$ cat src/rtl/int_to_fp_converter.sv
// Signed integer to packed {sign, exp, fraction} float converter for fp_adder operands.
// Normalizes one bit per cycle, so latency depends on the operand's leading zeros.
module int_to_fp_converter #(
  parameter int INT_WIDTH      = 32,
  parameter int EXP_WIDTH      = 8,
  parameter int MANTISSA_WIDTH = 23
) (
  input  logic                                clk_in,
  input  logic                                rst_n_in,
  input  logic [INT_WIDTH-1:0]                int_in,
  input  logic                                valid_in,
  output logic                                ready_out,
  output logic [EXP_WIDTH+MANTISSA_WIDTH:0]   fp_out,
  output logic                                valid_out,
  input  logic                                ready_in
);

  localparam int KW      = $clog2(INT_WIDTH);
  localparam int BIAS    = 2 ** (EXP_WIDTH - 1) - 1;
  localparam int EXP_TOP = BIAS + INT_WIDTH - 1;
  localparam logic [EXP_WIDTH-1:0] EXP_TOP_V = EXP_WIDTH'(EXP_TOP);

  if (EXP_TOP > 2 ** EXP_WIDTH - 2) begin : g_bad_params
    $error("int_to_fp_converter: exponent field too narrow for INT_WIDTH");
  end

  typedef enum logic [2:0] {
    S_IDLE,
    S_ABS,
    S_NORM,
    S_PACK,
    S_DONE
  } state_t;

  state_t                    r_state;
  state_t                    w_next;
  logic [INT_WIDTH-1:0]      r_int;
  logic [INT_WIDTH-1:0]      r_mag;
  logic                      r_sign;
  logic [KW-1:0]             r_k;
  logic [INT_WIDTH-1:0]      w_abs;
  logic [EXP_WIDTH-1:0]      w_exp;
  logic [MANTISSA_WIDTH-1:0] w_mant;

  // Negating the most negative value wraps to 2^(INT_WIDTH-1), which is its true magnitude.
  assign w_abs = r_sign ? (-r_int) : r_int;
  assign w_exp = EXP_TOP_V - EXP_WIDTH'(r_k);

  if (INT_WIDTH - 1 >= MANTISSA_WIDTH) begin : g_mant_trunc
    assign w_mant = r_mag[INT_WIDTH-2 -: MANTISSA_WIDTH];
  end else begin : g_mant_pad
    assign w_mant = {r_mag[INT_WIDTH-2:0], {(MANTISSA_WIDTH - INT_WIDTH + 1){1'b0}}};
  end

  always_ff @(posedge clk_in or negedge rst_n_in) begin
    if (!rst_n_in) begin
      r_state <= S_IDLE;
    end else begin
      r_state <= w_next;
    end
  end

  // A zero magnitude skips NORM and goes straight to PACK, which packs it as +0.
  always_comb begin
    w_next = r_state;
    case (r_state)
      S_IDLE: if (valid_in) w_next = S_ABS;
      S_ABS:  w_next = (w_abs == '0) ? S_PACK : S_NORM;
      S_NORM: if (r_mag[INT_WIDTH-1]) w_next = S_PACK;
      S_PACK: w_next = S_DONE;
      S_DONE: if (ready_in) w_next = S_IDLE;
      default: w_next = S_IDLE;
    endcase
  end

  always_ff @(posedge clk_in or negedge rst_n_in) begin
    if (!rst_n_in) begin
      r_int  <= '0;
      r_sign <= 1'b0;
      r_mag  <= '0;
      r_k    <= '0;
      fp_out <= '0;
    end else begin
      case (r_state)
        S_IDLE: begin
          if (valid_in) begin
            r_int  <= int_in;
            r_sign <= int_in[INT_WIDTH-1];
            r_k    <= '0;
          end
        end
        S_ABS: begin
          r_mag <= w_abs;
        end
        S_NORM: begin
          if (!r_mag[INT_WIDTH-1]) begin
            r_mag <= r_mag << 1;
            r_k   <= r_k + 1'b1;
          end
        end
        S_PACK: begin
          // In PACK the MSB is clear only for a zero operand.
          if (r_mag[INT_WIDTH-1]) begin
            fp_out <= {r_sign, w_exp, w_mant};
          end else begin
            fp_out <= '0;
          end
        end
        default: ;
      endcase
    end
  end

  assign ready_out = (r_state == S_IDLE);
  assign valid_out = (r_state == S_DONE);

endmodule

$ cat config.mk
export PLATFORM = sky130hd
export DESIGN_NAME = int_to_fp_converter
export DESIGN_NICKNAME = d
export VERILOG_FILES = /design/src/rtl/int_to_fp_converter.sv
export SDC_FILE = /design/constraint.sdc
export NUM_CORES = 1
export LEC_CHECK = 0
export CORE_MARGIN = 5
export CORE_UTILIZATION = 40
export CTS_CLUSTER_SIZE = 14
export DETAILED_ROUTE_END_ITERATION = 12
export GPL_ROUTABILITY_DRIVEN = 0
export SLEW_MARGIN = 10
export SYNTH_ARGS = -nofsm -noshare
export SYNTH_HDL_FRONTEND = slang
export SYNTH_SLANG_ARGS = --single-unit
$ cat constraint.sdc
create_clock -name clk_in -period 3.5 [get_ports clk_in]
set_clock_uncertainty 0.15 [all_clocks]
set_input_delay 0.7 -clock clk_in [delete_from_list [all_inputs] [get_ports clk_in]]
set_output_delay 0.7 -clock clk_in [all_outputs]
set_load 0.02 [all_outputs]
-- After elaboration in Yosys (flattened, before gate mapping)
Index checks and enable logic that the tools add are counted.
- register bits after elaboration: 105
- bits of input ports: 36
- word-level logic and storage cells: 38
- add/subtract/negate cells: 3
- eq/ne operators: 8
- muxes and demuxes: 12
- reductions and logical operators: 8
- operators by type and width (cell ; count):
    2-to-1 mux 32 bit ; 3
    case mux 32 bit (2 select lines) ; 1
    zero test 32 bit ; 1
    negation 32 bit ; 1
    case mux 3 bit (5 select lines) ; 1
    2-to-1 mux 5 bit ; 2
    case mux 5 bit (2 select lines) ; 1
    2-to-1 mux 3 bit ; 3
    subtractor 8 x 5 -> 8 bit (first input constant) ; 1
    == test 3 x 2 -> 1 bit (second input constant) ; 2
    inequality test 2 bit (second input constant) ; 3
    AND reduction 3 bit ; 2
    adder 5 x 1 -> 5 bit (second input constant) ; 1
    AND reduction 2 bit ; 2
    nonzero test 2 bit ; 2
    == test 3 x 1 -> 1 bit (second input constant) ; 1
    == test 3 bit (second input constant) ; 1
    zero test 3 bit ; 1
    inequality test 2 x 1 -> 1 bit (second input constant) ; 1
    2-to-1 mux 1 bit ; 1

-- Longest topological paths before layout
- depth in word-level cells: 5
- depth in mapped cells: 10

-- Worst setup path before layout
No wires, ideal clock.
- kind: reg2reg
- start: register r_int[7]
- end: register r_state[0]
- arrival: 3052 ps
- required time: 3255 ps
- slack: 203 ps
- cell stages (with the launch flop): 9
- clock period less this slack: 3297 ps
- path through: dfrtp_1 buf_6 or4_4 or4_4 or4_4 mux2_2 a32oi_1 or4_1 o31ai_1
- longest elaborated chain between the ends: 5
- RTL lines (element ; line ; text):
    start, declared ; 37 ; logic [INT_WIDTH-1:0] r_int;
    start signal, assigned ; 87 ; r_int <= int_in;
    negation 32 bit ; 46 ; assign w_abs = r_sign ? (-r_int) : r_int;
    2-to-1 mux 32 bit (*) ; 46 ;
    zero test 32 bit (*) ; 68 ; S_ABS: w_next = (w_abs == '0) ? S_PACK : S_NORM;
    2-to-1 mux 1 bit (*) ; 68 ;
    case mux 3 bit (5 select lines) (*) ; 66 ; case (r_state)
    end signal, assigned ; 59 ; r_state <= w_next;
    end, declared ; 35 ; state_t r_state;
Mark *: on every way between the ends. The rest lies on a longest branch, timed or not.
A chain may end at the register's enable or synchronous reset.

-- Final worst setup path
- start: register r_int[11]
- end: register r_state[0]
The elaborated chain is that of the path after synthesis.

==> impl_metrics.json <==
{
  "power_w": 0.00620,
  "ys_ff_latch": 104,
  "cts_tree": "built",
  "layout_common_cells": "dfrtp_1, nand2_1, o21ai_0",
  "cts_buffers": 9,
  "slowest_delay_ps": 560,
  "power_leakage_nw": 2.71,
  "setup_viol": 0,
  "dr.pass1.iters": 4,
  "diodes": 0,
  "ys_async_sr_fraction": 1.00,
  "cts.path.max_buffers": 2,
  "worst-path-max-fanout": 5,
  "ios": 70,
  "fin_ws_ps": 127,
  "cp_cell_sequence": "or4_1 > or4_4 > or4_4 > mux2_2 > a32oi_1 > or4_1 > o31ai_1",
  "worstSetupPathType": "reg2reg",
  "start_util": 0.404,
  "cp_slowest_cell": "or4_4",
  "yosys-top-cells-area": "dfrtp_1, mux2_2, o21ai_0",
  "finalHoldViolCount": 0,
  "multi_input_area_mm2": 0.00251,
  "drive_gt1_frac": 0.146,
  "core_mm2": 0.0131,
  "tightest_slew_ps": 997,
  "cts_root_buf": "clkbuf_16",
  "synth_cell_types": 51,
  "synth_top_area_cell": "dfrtp_1",
  "end_kind": "flop",
  "use_met1": 0.241,
  "syn_to_final_growth_pct": 22.7,
  "critPathRequiredTime_ps": 3610,
  "p_per_area_mw_per_mm2": 952,
  "relSlewSlack": 0.336,
  "grt_util_met3": 0.0328,
  "hold_path_class": "in2async",
  "synth_nets": 580,
  "irDropWorstVdd_uv": 358,
  "fmax_mhz": 296,
  "crit_path_start_kind": "flop",
  "synth.avg_cell_area_um2": 9.82,
  "holdBufCountCts": 0,
  "yosysSeqAreaShare": 0.490,
  "status": "finished, final reports clean",
  "syn-cell-area_mm2": 0.00531,
  "nets": 638,
  "dr_total_vias": 4153,
  "grt_pass1_wl_mm": 20.6,
  "fp-row-count": 42,
  "netlist_instances": 541,
  "h-tree-depth": 3,
  "tns_ps": 0,
  "grt_use_met2": 0.228,
  "clk_pin_slew_worst_paths_ps": 70,
  "worstPathArrival_ps": 3480,
  "hold_slack_ps": 248,
  "die-width_um": 125,
  "clk_latency_ps": 350,
  "drc": 0,
  "cp.depth": 7,
  "regArea_mm2": 0.00260,
  "die_area_mm2": 0.0157,
  "vias_per_cell": 5.32,
  "routed_wl_mm": 12.6,
  "synth_top_area_frac": 0.490,
  "antenna_left": 0,
  "grt.overflow.total": 0,
  "portBuffers": 69,
  "timing.final.crit_share": 0.964,
  "cts.sinks": 104,
  "die_h_um": 125,
  "dpl_cell_area_mm2": 0.00618,
  "first_iter_violations": 317,
  "antenna_found_initial": 0,
  "post_drt_wl_per_cell_um": 16.1,
  "path_delay_family": "simple AND/OR/NAND/NOR gates",
  "post-place-ws_ps": 46.9,
  "stdcell_area_mm2": 0.00652,
  "rsz0062_at_grt": "no",
  "drv_slew": 0,
  "crit_buf_inv": 0,
  "final_common_cell": "dfrtp_1",
  "track_usage": 0.160,
  "fin_crit_ps": 3370,
  "maxCapViolCount": 0,
  "synth_flop_cell": "dfrtp_1",
  "busiest_layer": "met1",
  "r2r_slack_ps": 130,
  "grt_pass1_vias": 3953,
  "synth_edf_count": 0,
  "dpl.hpwl_mm": 8.95,
  "fillers": 1230,
  "grt_start_max_net_pins": 64,
  "ys_warn_count": 0,
  "r2r_cells": 7
}
-- cell families after synthesis --
family                   share of synthesized area
AND/OR/NAND/NOR                              0.158
AO/OA/AOI/OAI                                0.170
flip-flops                                   0.490
buffers and inverters                       0.0429
multiplexers                                0.0756
XOR/XNOR                                    0.0561
adder cells (fa/ha/maj)                    0.00707
-- state kept, by name (all words and copies together), names as in the netlist --
register,flops
fp_out,32
r_int,32
r_k,5
r_mag,32
r_state,3
-- path summary, 6_finish.rpt --
| kind | from | endpoint |
|---|---|---|
| max in group asynchronous | rst_n_in | r_int[10]$_DFFE_PN0P_ |
| setup / recovery | r_int[11]$_DFFE_PN0P_ | r_state[0]$_DFFE_PN0P_ |
| setup reg to reg | r_int[11]$_DFFE_PN0P_ | r_state[0]$_DFFE_PN0P_ |
| min in group clk_in | fp_out[29]$_DFFE_PN0P_ | fp_out[29]$_DFFE_PN0P_ |
| hold / removal | rst_n_in | fp_out[27]$_DFFE_PN0P_ |
| hold reg to reg | fp_out[29]$_DFFE_PN0P_ | fp_out[29]$_DFFE_PN0P_ |
-- synth_stat cells (2+ instances only) --
library cell and count:
a211oi_1 2, o41ai_1 6, nand3_1 11, nand2_1 88, o31ai_1 9, or4_1 7, or4_4 6, a22oi_1 27
clkbuf_1 34, a32oi_1 3, or3_1 5, dfrtp_1 104, or2_2 5, buf_6 5, xor2_1 27, mux2i_1 3
xnor2_1 7, o21ai_0 74, nor2_1 24, and3_1 3, mux2_2 33, o32a_1 2, nand4_1 2, buf_1 3
o21a_1 2, a21oi_1 5, nand2b_1 2, inv_1 6, buf_2 2, ha_1 3, nor2b_1 6, nor3_1 5
o31a_1 2
-- final cells by class --
cell class | count | area share
Multi-Input combinational cell | 387 | 0.385
Tap cell | 176 | 0.0338
Timing Repair Buffer | 91 | 0.133
Clock buffer | 12 | 0.0378
Inverter | 6 | 0.00346
Sequential cell | 104 | 0.399
Clock inverter | 4 | 0.00825
-- worst register-to-register path, delay by kind of cell (launching register included) --
family	cells	cell delay [ps]
mux	1	250
flops	1	400
compound gates	2	320
simple gates	4	2170
-- where the power goes --
group | total (W) | leakage, nW | internal, W | switching, W
logic | 0.00292 | 1.26 | 0.00132 | 0.00159
registers | 0.00226 | 1.31 | 0.00173 | 0.000539
clock network | 0.00102 | 0.139 | 0.000576 | 0.000446
-- metal layers --
layer | wire (µm) | up-vias | part of all wire
met5 | 0 | - | 0
met4 | 217 | 0 | 0.017
met3 | 660 | 13 | 0.053
met2 | 5510 | 112 | 0.44
met1 | 6170 | 1989 | 0.49
li1 | - | 2039 | -
-- stage by stage --
stage	util	std cells
5_1_grt	0.496	780
4_1_cts	0.493	778
3_5_place_dp	0.470	762
2_1_floorplan	-	541
6_report	0.496	780
3_3_place_gp	0.470	762
-- what timing repair did --
item | CTS | global route
gates resized for setup | 0 | 5
buffers inserted | 0 | 2
endpoints found under the hold margin | 0 | 0
setup endpoints to repair | 0 | 1
Note: power is estimated with default switching activity, not from simulation.
